===== src/rtl/ram_access_ctrl_if.sv =====
// Request/response channel plus RAM port of the data-RAM sequencer.
// master = core + RAM side, slave = the ram_access_ctrl sequencer.
interface ram_access_ctrl_if #(
  parameter int N = 32,
  parameter int M = 32
);
  logic         req_valid;
  logic         req_ready;
  logic         req_we;
  logic         req_byte;
  logic [M-1:0] req_addr;
  logic [N-1:0] req_wdata;
  logic         resp_valid;
  logic [N-1:0] resp_rdata;
  logic         resp_err;
  logic [M-1:0] ram_address;
  logic [N-1:0] ram_data;
  logic         ram_wren;
  logic [N-1:0] ram_q;

  modport master (
    output req_valid, req_we, req_byte, req_addr, req_wdata, ram_q,
    input  req_ready, resp_valid, resp_rdata, resp_err,
           ram_address, ram_data, ram_wren
  );

  modport slave (
    input  req_valid, req_we, req_byte, req_addr, req_wdata, ram_q,
    output req_ready, resp_valid, resp_rdata, resp_err,
           ram_address, ram_data, ram_wren
  );
endinterface


===== src/rtl/ram_access_ctrl.sv =====
// Word/byte load/store sequencer for a single-port RAM with 1-cycle read latency.
// Optional macro RAM_ACCESS_ADDR_CHECK_EN: out-of-range word index errors instead of wrapping.
module ram_access_ctrl #(
  parameter int N         = 32,
  parameter int M         = 32,
  parameter int MEM_DEPTH = 32
) (
  input logic              clock,
  input logic              reset,
  ram_access_ctrl_if.slave bus
);
  typedef enum logic [2:0] {IDLE, ISSUE, WAIT, MERGE, RESP} state_t;

  state_t       st, st_n;
  logic         we_q, byte_q, err_q;
  logic [1:0]   lane_q;
  logic [7:0]   wbyte_q;
  logic         acc, misal, range_err, req_err;
  logic [M-1:0] widx, widx_map;
  logic         ready_n, wren_n, rvalid_n, rerr_n;
  logic [M-1:0] addr_n;
  logic [N-1:0] data_n, rdata_n, merged;
  logic [7:0]   qbyte;

  assign acc   = bus.req_valid && bus.req_ready;
  assign widx  = {2'b00, bus.req_addr[M-1:2]};
  assign misal = !bus.req_byte && (bus.req_addr[1:0] != 2'b00);

`ifdef RAM_ACCESS_ADDR_CHECK_EN
  assign range_err = (widx >= M'(MEM_DEPTH));
  assign widx_map  = widx;
`else
  assign range_err = 1'b0;
  assign widx_map  = widx % M'(MEM_DEPTH);
`endif

  assign req_err = misal || range_err;
  assign qbyte   = bus.ram_q[{lane_q, 3'b000} +: 8];

  always_comb begin
    merged = bus.ram_q;
    merged[{lane_q, 3'b000} +: 8] = wbyte_q;
  end

  always_ff @(posedge clock) begin
    if (reset) st <= IDLE;
    else       st <= st_n;
  end

  // Next-state plus next values of the registered outputs
  always_comb begin
    st_n    = st;
    wren_n  = 1'b0;
    addr_n  = bus.ram_address;
    data_n  = bus.ram_data;
    rdata_n = bus.resp_rdata;
    case (st)
      IDLE: if (acc) begin
        rdata_n = '0;
        if (req_err) st_n = RESP;
        else begin
          st_n   = ISSUE;
          addr_n = widx_map;
          data_n = bus.req_wdata;
          wren_n = bus.req_we && !bus.req_byte;
        end
      end
      ISSUE: st_n = (we_q && !byte_q) ? RESP : WAIT;
      WAIT: begin
        if (we_q) begin
          st_n   = MERGE;
          wren_n = 1'b1;
          data_n = merged;
        end else begin
          st_n    = RESP;
          rdata_n = byte_q ? {{(N-8){1'b0}}, qbyte} : bus.ram_q;
        end
      end
      MERGE:   st_n = RESP;
      RESP:    st_n = IDLE;
      default: st_n = IDLE;
    endcase
    ready_n  = (st_n == IDLE);
    rvalid_n = (st == RESP);
    rerr_n   = (st == RESP) && err_q;
  end

  // Response pulses in the cycle after RESP, together with req_ready
  always_ff @(posedge clock) begin
    if (reset) begin
      bus.req_ready   <= 1'b1;
      bus.resp_valid  <= 1'b0;
      bus.resp_err    <= 1'b0;
      bus.resp_rdata  <= '0;
      bus.ram_address <= '0;
      bus.ram_data    <= '0;
      bus.ram_wren    <= 1'b0;
    end else begin
      bus.req_ready   <= ready_n;
      bus.resp_valid  <= rvalid_n;
      bus.resp_err    <= rerr_n;
      bus.resp_rdata  <= rdata_n;
      bus.ram_address <= addr_n;
      bus.ram_data    <= data_n;
      bus.ram_wren    <= wren_n;
    end
  end

  always_ff @(posedge clock) begin
    if (reset) begin
      we_q    <= 1'b0;
      byte_q  <= 1'b0;
      err_q   <= 1'b0;
      lane_q  <= 2'b00;
      wbyte_q <= 8'h00;
    end else if (acc) begin
      we_q    <= bus.req_we;
      byte_q  <= bus.req_byte;
      err_q   <= req_err;
      lane_q  <= bus.req_addr[1:0];
      wbyte_q <= bus.req_wdata[7:0];
    end
  end
endmodule


===== src/flat_wrapper.sv =====
// flat-port wrapper written by rule: the top's interface ports become plain ports
module ram_access_ctrl_flat 
#(
  parameter int N         = 32,
  parameter int M         = 32,
  parameter int MEM_DEPTH = 32
)
  (clock, reset, bus_req_valid, bus_req_we, bus_req_byte, bus_req_addr, bus_req_wdata, bus_ram_q, bus_req_ready, bus_resp_valid, bus_resp_rdata, bus_resp_err, bus_ram_address, bus_ram_data, bus_ram_wren);
  ram_access_ctrl_if #(.N(N), .M(M)) bus_i ();
  input logic clock;
  input logic reset;
  input wire logic [$bits(bus_i.req_valid)-1:0] bus_req_valid;
  input wire logic [$bits(bus_i.req_we)-1:0] bus_req_we;
  input wire logic [$bits(bus_i.req_byte)-1:0] bus_req_byte;
  input wire logic [$bits(bus_i.req_addr)-1:0] bus_req_addr;
  input wire logic [$bits(bus_i.req_wdata)-1:0] bus_req_wdata;
  input wire logic [$bits(bus_i.ram_q)-1:0] bus_ram_q;
  output wire logic [$bits(bus_i.req_ready)-1:0] bus_req_ready;
  output wire logic [$bits(bus_i.resp_valid)-1:0] bus_resp_valid;
  output wire logic [$bits(bus_i.resp_rdata)-1:0] bus_resp_rdata;
  output wire logic [$bits(bus_i.resp_err)-1:0] bus_resp_err;
  output wire logic [$bits(bus_i.ram_address)-1:0] bus_ram_address;
  output wire logic [$bits(bus_i.ram_data)-1:0] bus_ram_data;
  output wire logic [$bits(bus_i.ram_wren)-1:0] bus_ram_wren;
  assign bus_i.req_valid = bus_req_valid;
  assign bus_i.req_we = bus_req_we;
  assign bus_i.req_byte = bus_req_byte;
  assign bus_i.req_addr = bus_req_addr;
  assign bus_i.req_wdata = bus_req_wdata;
  assign bus_i.ram_q = bus_ram_q;
  assign bus_req_ready = bus_i.req_ready;
  assign bus_resp_valid = bus_i.resp_valid;
  assign bus_resp_rdata = bus_i.resp_rdata;
  assign bus_resp_err = bus_i.resp_err;
  assign bus_ram_address = bus_i.ram_address;
  assign bus_ram_data = bus_i.ram_data;
  assign bus_ram_wren = bus_i.ram_wren;
  ram_access_ctrl #(.N(N), .M(M), .MEM_DEPTH(MEM_DEPTH)) u_core (.clock(clock), .reset(reset), .bus(bus_i));
endmodule

===== config.mk =====
export PLATFORM = sky130hd
export DESIGN_NAME = ram_access_ctrl_flat
export DESIGN_NICKNAME = d
export VERILOG_FILES = /design/src/rtl/ram_access_ctrl_if.sv /design/src/rtl/ram_access_ctrl.sv /design/src/flat_wrapper.sv
export SDC_FILE = /design/constraint.sdc
export NUM_CORES = 1
export LEC_CHECK = 0
export BUFFER_PORTS_ARGS = -buffer_cell sky130_fd_sc_hd__buf_2
export CELL_PAD_IN_SITES_DETAIL_PLACEMENT = 2
export CELL_PAD_IN_SITES_GLOBAL_PLACEMENT = 2
export CORE_MARGIN = 1
export CORE_UTILIZATION = 28
export CTS_CLUSTER_SIZE = 28
export DETAILED_ROUTE_END_ITERATION = 7
export GPL_TIMING_DRIVEN = 0
export PLACE_DENSITY = 0.89
export RECOVER_POWER = 100
export SETUP_SLACK_MARGIN = 0.05
export SLEW_MARGIN = 20
export SYNTH_ARGS = -nofsm -noshare
export SYNTH_HDL_FRONTEND = slang
export SYNTH_SLANG_ARGS = --single-unit
export TNS_END_PERCENT = 1

===== constraint.sdc =====
create_clock -name clock -period 4.5 [get_ports clock]
set_input_delay 1.125 -clock clock [delete_from_list [all_inputs] [get_ports clock]]
set_output_delay 1.125 -clock clock [all_outputs]
set_load 0.05 [all_outputs]

## Yosys cells after proc, flatten, opt, wreduce, memory -nomap -nowiden

Cells that the tools add are included.

| word-level totals | value |
|---|---|
| input port bits | 101 |
| flip-flop bits (word level) | 89 |
| RAM bits | 0 |
| memories kept | 0 |
| ROM bits | 0 |
| word-level logic and storage cells | 58 |
| bits in latches | 0 |

| operators by class | value |
|---|---|
| reduce and logical (&&, ||, !) cells | 14 |
| multiply operators | 0 |
| divide/modulo/power cells | 0 |
| shifts and indexed selects | 3 |
| order comparisons | 0 |
| add/subtract/negate cells | 1 |
| bitwise operators | 1 |
| equality and inequality tests | 8 |
| multiplexer cells | 18 |

Operator list:

| cell | number |
|---|---|
| $mux W32 | 6 |
| $pmux W32 S2 | 2 |
| $bwmux W32 | 1 |
| $shift A8 B7 Y32 const A | 1 |
| $shiftx A32 B6 Y8 | 1 |
| $shiftx A8 B7 Y32 | 1 |
| $mux W3 | 4 |
| $pmux W3 S4 | 1 |
| $neg A5 Y7 | 1 |
| $eq A3 B2 Y1 const B | 2 |
| $logic_not A3 Y1 | 2 |
| $reduce_and A3 Y1 | 2 |
| $logic_and A1 B1 Y1 | 5 |
| $ne A2 B1 Y1 const B | 2 |
| $ne A2 B2 Y1 const B | 2 |
| $reduce_and A4 Y1 | 1 |
| $reduce_bool A2 Y1 | 2 |
| $eq A3 B1 Y1 const B | 1 |
| $eq A3 B3 Y1 const B | 1 |
| $mux W1 | 3 |
| $logic_not A1 Y1 | 2 |
| $pmux W1 S2 | 1 |
| $not A1 Y1 | 1 |

## Longest topological paths before layout

Gate-level depths: netlist of the first run.

| depth | value |
|---|---|
| depth in word-level cells | 6 |
| mapped depth | 9 |
| gate-level depth less buffers | 6 |

## Worst setup path after synthesis of the first run

No wires, ideal clock.

| timing path | value |
|---|---|
| kind | register to register |
| from | register u_core.lane_q[0] |
| to | register u_core.bus.ram_data[26] in the netlist's numbering |
| library setup time | 71 ps |
| path slack | 2098 ps |
| cell stages (with the launch flop) | 9 |
| arrival time | 2332 ps |
| path buffers | 2 |
| clock period less this slack | 2402 ps |
| cell sequence | dfxtp_1 -> buf_2 -> buf_2 -> inv_1 -> ha_1 -> nor4bb_1 -> a221o_1 -> o2111ai_1 -> a21oi_1 |

| on the way | value |
|---|---|
| word-level cells in the longest chain between the ends | 5 |
| elaborated cells on any way between the ends | 6 |
| classes of those cells | 1 x add/sub; 2 x shift; 3 x mux |

Ends and longest elaborated chain:

| element | line | RTL |
|---|---|---|
| start: declaration | ram_access_ctrl.sv:16 | `logic [1:0] lane_q;` |
| start signal: assignment | ram_access_ctrl.sv:120 | `lane_q <= bus.req_addr[1:0];` |
| $neg A5 Y7 * | ram_access_ctrl.sv:42 | `merged[{lane_q, 3'b000} +: 8] = wbyte_q;` |
| $shiftx A8 B7 Y32 / $shift A8 B7 Y32 (equally long branches) | ram_access_ctrl.sv:42 |  |
| $bwmux W32 * | ram_access_ctrl.sv:42 |  |
| $mux W32 * | ram_access_ctrl.sv:70 | `if (we_q) begin` |
| $pmux W32 S2 * | ram_access_ctrl.sv:57 | `case (st)` |
| end signal: assignment | ram_access_ctrl.sv:104 | `bus.ram_data <= data_n;` |
| end: declaration | ram_access_ctrl_if.sv:30 | `ram_address, ram_data, ram_wren` |

Mark *: on every way between the ends. The rest lies on a longest branch, timed or not. The select of a mux whose other input is x is not followed.
A chain may end at the register's enable or synchronous reset.

## Final worst setup path of the first run

| timing path | value |
|---|---|
| from | register u_core.lane_q[0] |
| to | register u_core.bus.ram_data[27] in the netlist's numbering |

Same word-level chain as after synthesis.

==> flow_metrics.tcl, run 1 <==
set metrics [dict create \
    status "complete, no violations" \
    syn_area_per_cell_um2 8.99 \
    first_pass_iters 5 \
    rsz0062_at_grt "no" \
    finalCriticalPeriod_ns 3.61 \
    worst_hold_slack_ns 0.466 \
    drcViolationCount 0 \
    syn_inst 496 \
    holdCritStartpoint "u_core.err_q$_SDFFE_PP0P_" \
    core_region_area_um2 15400 \
    fin_skew_ns 0.00415 \
    netlist_top_cells_area "dfxtp_1 (40%), o2111ai_1 (6.3%), a21oi_1 (5.1%)" \
    overflow 0 \
    syn_to_final_growth_pct 28.2 \
    p_per_area_nw_per_um2 385 \
    crit_top_cell "clkbuf_1" \
    yosys.cell_types.count 46 \
    layout.nets 787 \
    routed_via_density 5.32 \
    antenna_found_initial 2 \
    max_slew_margin_pct 30.3 \
    cts-buffers-inserted 9 \
    fmax_ghz 0.277 \
    post_cts_buffers 0 \
    drive_gt1_share_pct 18.5 \
    clockRootBuffer "clkbuf_16" \
    hp-class "reg2reg" \
    cts_tree "built" \
    fin_tns_setup_ns 0 \
    final_util_pct 37.2 \
    grt_pass1_vias 5048 \
    worstPathArrival_ns 3.88 \
    cap_violations 0 \
    ys_seq_area_share_pct 40.0 \
    grt_start_max_net_pins 14 \
    synth_ff_type "dfxtp_1" \
    htreeDepth 3 \
    post-synth-top-count-cell "dfxtp_1" \
    synth_edf_count 0 \
    crit_path_top_delay_cell "nor4bb_1" \
    timing_worst_slew_pin_value_ns 1.03 \
    start_util_pct 29.0 \
    synth_top_area_cell "dfxtp_1" \
    crit_start "u_core.lane_q[0]$_SDFFE_PP0P_" \
    wl_per_cell_um 21.4 \
    yosys_warnings 0 \
    grt_usage_pct 23.2 \
    synthesis.area_um2 4460 \
    die_y_um 128 \
    p_leak_nw 2.24 \
    crit_required_ns 4.77 \
    path_cells "clkbuf_1, clkbuf_1, inv_1, ha_1, nor4bb_1, a221o_1, o2111ai_1, a21oi_1" \
    crit_path_start_kind "flip-flop" \
    cts.clk_slew.worst_paths_ns 0.06 \
    cp_slowest_stage_delay_ns 0.91 \
    die_w_um 128 \
    wl_um 19200 \
    async_reset_ff_share_pct 0 \
    critPathKind "reg2reg" \
    clk_latency_ns 0.35 \
    cts.sinks 89 \
    vias 4787 \
    dieArea_um2 16400 \
    power_mw 2.20 \
    grt_pass1_wl_um 28500 \
    synth-seq-cells 89 \
    ios 201 \
    io_buffers 148 \
    r2r_start "u_core.lane_q[0]$_SDFFE_PP0P_" \
    drv_slew 0 \
    setup_viol 0 \
    hold_viol_final 0 \
    hpwl_um 15000 \
    fin_crit_sh_pct 80.3 \
    place.gp.congestion 0.854 \
    endpoint_kind "flip-flop" \
    drt_iter0_drc 307 \
    postRouteAntennaNets 0 \
    num_rows 45 \
    path_max_fanout 10 \
    ir_drop_v 0.000180 \
    yosysTopAreaCellShare_pct 40.0 \
    synth_common_cells "dfxtp_1 (89), a21oi_1 (45), o21ai_0 (41)" \
    cts_resized 0 \
    clock_path_buffers 2 \
    ctsHoldBuffers 0 \
]
[through the flow]
step / instance area (um2) / cells / worst slack [ns]
floorplan: 4560 / 522 / 2.10
global placement: 5560 / 881 / 1.63
detailed placement: 5560 / 881 / 1.43
CTS: 5840 / 897 / 1.37
global route: 5720 / 899 / 0.729
finish: 5720 / 899 / 0.887
[layout by cell type (no fill, tap or decap), types with 3 or more instances in the layout]
cell type / instances
clkbuf_1: 107
dfxtp_1: 89
buf_2: 79
a21oi_1: 46
o21ai_0: 41
o2111ai_1: 32
nand2_1: 27
buf_4: 27
conb_1: 27
nor2_1: 25
a221o_1: 20
nand2b_1: 19
inv_1: 18
a22o_1: 17
mux2i_1: 13
clkbuf_16: 9
a32o_1: 8
nor2b_1: 7
and2_1: 7
a211oi_1: 6
o221ai_1: 6
nor3_1: 6
o311ai_0: 6
ha_1: 5
buf_6: 4
buf_1: 3
nor4b_1: 3
clkinv_2: 3
[flip-flops by register name, summed over array words and instances, names as in the netlist]
register and count:
u_core.bus.ram_data 32, u_core.bus.resp_rdata 32, u_core.wbyte_q 8, u_core.bus.ram_address 5, u_core.st 3, u_core.lane_q 2
u_core.bus.ram_wren 1, u_core.bus.req_ready 1, u_core.bus.resp_err 1, u_core.bus.resp_valid 1, u_core.byte_q 1, u_core.err_q 1
u_core.we_q 1
[per-layer routing]
metal / vias to the layer above / track usage, % / routed length, um
met4: 0 / 8.30 / 415
li1: 2182 / - / -
met1: 2364 / 27.7 / 7880
met5: - / 0 / 0
met2: 214 / 40.9 / 9540
met3: 27 / 4.76 / 1390
[report_power, final]
| group | internal (mW) | switching, mW |
|---|---|---|
| Sequential | 0.837 | 0.0436 |
| Combinational | 0.156 | 0.448 |
| Clock | 0.402 | 0.314 |
| Total | 1.40 | 0.805 |
[critical path, delay by kind of cell (launching register included)]
family	cells	cell delay, ns
buffers and inverters	3	1.00
AND/OR/NAND/NOR	1	0.91
AO/OA/AOI/OAI	3	0.61
flip-flops	1	0.58
adder cells (fa/ha/maj)	1	0.42
[cell families (layout without fill, tap and decap cells)]
| group | Yosys count | count (layout) | synth area share (%) |
|---|---|---|---|
| simple gates | 110 | 110 | 14.0 |
| fa+ha+maj | 5 | 5 | 1.40 |
| mux | 13 | 13 | 2.92 |
| buf+inv | 88 | 252 | 11.0 |
| other cells | 1 | 29 | 0.0841 |
| compound gates | 190 | 190 | 30.7 |
| flops | 89 | 89 | 40.0 |
[final timing paths]
path | end | slack [ns] | cells past startpoint
max | u_core.bus.ram_data[27]$_SDFFE_PP0P_ | 0.89 | 8
min | u_core.bus.resp_err$_SDFF_PP0_ | 0.47 | 1
max reg2reg | u_core.bus.ram_data[27]$_SDFFE_PP0P_ | 0.89 | 8
min reg2reg | u_core.bus.resp_err$_SDFF_PP0_ | 0.47 | 1
[layout make-up]
type	count	area (um2)
Clock inverter	3	15.0
Buffer	70	403
Antenna cell	2	5.00
Timing Repair Buffer	148	646
Multi-Input combinational cell	345	2270
Inverter	18	67.6
Sequential cell	89	1780
Fill cell	1811	9660
Tap cell	211	264
Clock buffer	13	260
(Power assumes the default switching activity.)
==> run 2, diff against run 1 <==
Settings changed: CORE_UTILIZATION 28 to 26, PLACE_DENSITY 0.89 to 0.84.
Clock period 4.5 ns to 3.65 ns, I/O delays scaled along.
==> flow_metrics.tcl, run 2 (synthesis results as in run 1) <==
set metrics [dict create \
    status "finished with violations" \
    failed_checks "capacitance limit, slew limit" \
    fin_tns_setup_ns 0 \
    vias 4675 \
    grt-busiest-layer "met2" \
    clock_path_buffers 2 \
    holdCritStartpoint "u_core.err_q$_SDFFE_PP0P_" \
    fillers 1991 \
    worst_hold_path.num_cells 1 \
    routed_via_density 5.16 \
    ir_drop_v 0.000229 \
    io_buffers 148 \
    hold_viol_final 0 \
    grt_use_met1_pct 27.0 \
    first_pass_iters 4 \
    die_w_um 133 \
    postRouteAntennaNets 0 \
    max_slew_margin_pct -16.7 \
    worstReg2RegEnd "u_core.bus.ram_data[29]$_SDFFE_PP0P_" \
    drcViolationCount 0 \
    finalCriticalPeriod_ns 3.16 \
    hp-class "reg2reg" \
    stdcell_count 906 \
    core_region_area_um2 16600 \
    hpwl_um 14800 \
    cts_resized 0 \
    grt_pass1_vias 5027 \
    timing_worst_slew_pin_value_ns 1.73 \
    use_met2_pct 35.9 \
    critPathKind "reg2reg" \
    dieArea_um2 17700 \
    cts.sinks 89 \
    path_max_fanout 10 \
    place.gp.congestion 0.879 \
    htreeDepth 3 \
    die_y_um 133 \
    rr_worst_depth 8 \
    fmax_ghz 0.317 \
    clockRootBuffer "clkbuf_16" \
    layout.nets 787 \
    antenna_found_initial 0 \
    cts.clk_slew.worst_paths_ns 0.07 \
    crit_path_start_kind "flip-flop" \
    p_leak_nw 2.22 \
    overflow 0 \
    ctsHoldBuffers 0 \
    setup_viol 0 \
    setup_ws_ns 0.495 \
    p_per_area_nw_per_um2 473 \
    cts_tree "built" \
    endpoint_kind "flip-flop" \
    fin_skew_ns 0.00981 \
    layout_common_cells "clkbuf_1 (107), dfxtp_1 (89), buf_2 (81)" \
    drt_iter0_drc 233 \
    rsz0062_at_grt "no" \
    clk_latency_ns 0.35 \
    ios 201 \
    cap_violations 1 \
    reg.largest.list "u_core.bus.ram_data: 32 flops, u_core.bus.resp_rdata: 32 flops, u_core.wbyte_q: 8 flops" \
    drive_gt1_share_pct 18.4 \
    cts-buffers-inserted 9 \
    worstPathArrival_ns 3.41 \
    syn_to_final_growth_pct 27.4 \
    reg2reg_setup_slack_ns 0.49 \
    crit_start "u_core.lane_q[0]$_SDFFE_PP0P_" \
    final_common_cell "clkbuf_1" \
    grt_usage_pct 21.4 \
    min_to "u_core.bus.resp_err$_SDFF_PP0_" \
    gr-usage-met3_pct 4.29 \
    dp.cells 890 \
    drv_slew 8 \
    num_rows 47 \
    crit_required_ns 3.91 \
    start_util_pct 26.8 \
    grt_start_max_net_pins 15 \
    insertedDiodeCount 0 \
    detailedPlace.worstSlack_ns 0.696 \
    post_cts_buffers 0 \
    fin_crit_sh_pct 86.5 \
    r2r_start "u_core.lane_q[0]$_SDFFE_PP0P_" \
    grt_pass1_wl_um 28500 \
    wl_um 19000 \
    wl_per_cell_um 20.9 \
]
[run 2: layout make-up]
cell class / instances / area, um2 / share of cell area, %
plain buffers: 70 / 382 / 6.72
clock buffers: 11 / 233 / 4.10
clock inverters: 5 / 31.3 / 0.551
inverters: 18 / 67.6 / 1.19
multi-input cells: 345 / 2260 / 39.8
flip-flops and latches: 89 / 1780 / 31.4
well taps: 220 / 275 / 4.85
repair buffers: 148 / 647 / 11.4
[run 2: per-stage QoR]
step	utilization (%)	hold WS (ns)	power [mW]	area (um2)
floorplan	-	0.430	1.61	4560
global placement	33.5	0.447	1.83	5570
detailed placement	33.5	0.451	1.86	5570
CTS	35.1	0.468	2.73	5840
global route	34.1	0.500	2.79	5680
finish	34.1	0.465	2.68	5680
[run 2: metal layers]
layer	part of all wire [%]	vias to the layer above
met5	0	-
met4	1.3	0
met3	6.2	16
met2	48	159
met1	44	2325
li1	-	2175
[run 2: where the power goes]
group / internal [mW] / total, mW / switching (mW)
Combinational: 0.190 / 0.738 / 0.549
Sequential: 1.03 / 1.08 / 0.0514
Clock: 0.461 / 0.864 / 0.403
[run 2: critical path: stages (launching register included)]
cell and delay (ns):
dfxtp_1 0.54, clkbuf_1 0.38, buf_2 0.29, inv_1 0.11, ha_1 0.39, nor4bb_1 0.72, a221o_1 0.30, o2111ai_1 0.11
a21oi_1 0.22
[run 2: how the worst max path moves through the flow]
stage | slack (ns) | end | depth (start not counted)
detailed placement | 0.70 | u_core.bus.ram_data[29]$_SDFFE_PP0P_ | 8
global placement | 0.82 | u_core.bus.ram_data[3]$_SDFFE_PP0P_ | 9
floorplan | 1.25 | u_core.bus.ram_data[26]$_SDFFE_PP0P_ | 8
CTS | 0.65 | u_core.bus.ram_data[29]$_SDFFE_PP0P_ | 8
global route | 0.29 | u_core.bus.ram_data[25]$_SDFFE_PP0P_ | 8
finish | 0.49 | u_core.bus.ram_data[29]$_SDFFE_PP0P_ | 8
==> run 3, diff against run 2 <==
Settings changed: MAX_ROUTING_LAYER set to met4.
==> flow_metrics.tcl, run 3 (synthesis results as in run 1) <==
set metrics [dict create \
    vias 4785 \
    cts-buffers-inserted 9 \
    met1_length_um 8430 \
    grt_pass1_wl_um 28500 \
    cts.sinks 89 \
    final_util_pct 34.8 \
    first_pass_iters 5 \
    wl_met2_um 9120 \
    cap_violations 1 \
    antenna_found_initial 0 \
    ios 201 \
    htreeDepth 3 \
    internal_power_mw 1.92 \
    die_y_um 133 \
    p_per_area_nw_per_um2 508 \
    grt_pass1_vias 4983 \
    fin_skew_ns 0.0116 \
    die_w_um 133 \
    layout.nets 787 \
    cp_slowest_stage_delay_ns 0.78 \
    clk_latency_ns 0.37 \
    drive_gt1_share_pct 19.5 \
    reg2reg_setup_slack_ns 0.49 \
    grt_usage_pct 22.0 \
    grt_start_max_net_pins 16 \
    setup_viol 0 \
    r2r_start "u_core.lane_q[0]$_SDFFE_PP0P_" \
    finalCriticalPeriod_ns 3.16 \
    syn_to_final_growth_pct 30.1 \
    wl_per_cell_um 20.8 \
    layout_common_cells "clkbuf_1 (100), dfxtp_1 (89), buf_2 (83)" \
    multiInputGateArea_um2 2270 \
    switching_power_mw 1.02 \
    cts_resized 0 \
    post_cts_buffers 0 \
    status "finished with violations" \
    pwr-share-comb_pct 25.4 \
    path_delay_family "simple AND/OR/NAND/NOR gates" \
    final_common_cell "clkbuf_1" \
    routed_via_density 5.28 \
    pwr-share-clk_pct 37.8 \
    hold_viol_final 0 \
    hpwl_um 14800 \
    holdCritStartpoint "u_core.err_q$_SDFFE_PP0P_" \
    insertedDiodeCount 0 \
    cts_tree "built" \
    critical_path_buf_inv_count 3 \
    crit_required_ns 3.93 \
    seqPwrFrac_pct 36.8 \
    start_util_pct 26.8 \
    dr.max_layer_used "met4" \
    core_region_area_um2 16600 \
    timing_worst_slew_pin_value_ns 1.75 \
    rsz0062_at_grt "no" \
    drv_slew 8 \
    postRouteAntennaNets 0 \
    switching_share_pct 34.8 \
    crit_path_top_delay_cell "nor4bb_1" \
    place.gp.congestion 0.886 \
    dieArea_um2 17700 \
    worstPathArrival_ns 3.44 \
    critPathKind "reg2reg" \
    p_leak_nw 2.28 \
    cts.clk_slew.worst_paths_ns 0.07 \
    path_cells "buf_2, buf_2, inv_1, ha_1, nor4bb_1, a221o_1, o2111ai_1, a21oi_1" \
    num_rows 47 \
    drcViolationCount 0 \
    fmax_ghz 0.316 \
    worst_hold_path.num_cells 1 \
    seq_area_um2 1780 \
    crit_top_cell "buf_2" \
    clock_path_buffers 2 \
    fin_crit_sh_pct 86.6 \
    failed_checks "capacitance limit, slew limit" \
    path_max_fanout 10 \
    hp-class "reg2reg" \
    reg.largest.list "u_core.bus.ram_data: 32 flops, u_core.bus.resp_rdata: 32 flops, u_core.wbyte_q: 8 flops" \
    wl_um 18900 \
    fillers 1950 \
    drt_iter0_drc 364 \
    endpoint_kind "flip-flop" \
    worstReg2RegEnd "u_core.bus.ram_data[28]$_SDFFE_PP0P_" \
    dr_wl_met3_um 1030 \
    clockRootBuffer "clkbuf_16" \
    fin_tns_setup_ns 0 \
    rr_worst_depth 8 \
    ir_drop_v 0.000226 \
    crit_path_start_kind "flip-flop" \
    ctsHoldBuffers 0 \
    max_slew_margin_pct -17.9 \
    overflow 0 \
    io_buffers 148 \
    min_to "u_core.bus.resp_err$_SDFF_PP0_" \
]
[run 3: changes by cell type in the layout (fill, tap and decap cells not counted), sizes merged]
cell / delta
clkinvlp: -1
buf: +5
inv: +1
clkbuf: -6
bufinv: +3
clkinv: -2
[run 3: routing by layer]
| metal | global-route usage, % | vias to the layer above |
|---|---|---|
| met2 | 35.8 | 184 |
| met4 | 7.09 | 0 |
| met3 | 3.56 | 18 |
| met5 | - | - |
| met1 | 27.6 | 2403 |
| li1 | - | 2180 |
[run 3: metrics by stage]
stage / cell area, um2 / hold WS, ns / instances / worst slack, ns / power (mW)
floorplan: 4560 / 0.430 / 522 / 1.25 / 1.61
global placement: 5570 / 0.446 / 890 / 0.805 / 1.83
detailed placement: 5570 / 0.449 / 890 / 0.601 / 1.86
CTS: 5920 / 0.470 / 906 / 0.576 / 2.98
global route: 5800 / 0.495 / 906 / 0.284 / 3.05
finish: 5800 / 0.463 / 906 / 0.489 / 2.95
[run 3: layout make-up]
class / count / share of cell area (%)
flip-flops and latches: 89 / 30.7
repair buffers: 148 / 11.2
well taps: 220 / 4.75
plain buffers: 70 / 7.01
inverters: 18 / 1.17
clock inverters: 6 / 1.94
clock buffers: 10 / 4.12
multi-input cells: 345 / 39.1
[run 3: worst max path at each step]
stage | from | end | slack [ns] | depth (start not counted)
2_1_floorplan | u_core.lane_q[0]$_SDFFE_PP0P_ | u_core.bus.ram_data[26]$_SDFFE_PP0P_ | 1.25 | 8
3_3_place_gp | u_core.lane_q[0]$_SDFFE_PP0P_ | u_core.bus.ram_data[3]$_SDFFE_PP0P_ | 0.81 | 9
3_5_place_dp | u_core.lane_q[0]$_SDFFE_PP0P_ | u_core.bus.ram_data[24]$_SDFFE_PP0P_ | 0.60 | 8
4_1_cts | u_core.lane_q[0]$_SDFFE_PP0P_ | u_core.bus.ram_data[17]$_SDFFE_PP0P_ | 0.58 | 8
5_1_grt | u_core.lane_q[0]$_SDFFE_PP0P_ | u_core.bus.ram_data[28]$_SDFFE_PP0P_ | 0.28 | 8
6_report | u_core.lane_q[0]$_SDFFE_PP0P_ | u_core.bus.ram_data[28]$_SDFFE_PP0P_ | 0.49 | 8
[run 3: power by group through the flow]
stage	clock, mW	combinational, mW	sequential, mW
finish	1.11	0.748	1.08
global route	1.17	0.792	1.09
CTS	1.13	0.762	1.08
detailed placement	0	0.758	1.10
global placement	0	0.734	1.10
floorplan	0	0.373	1.24
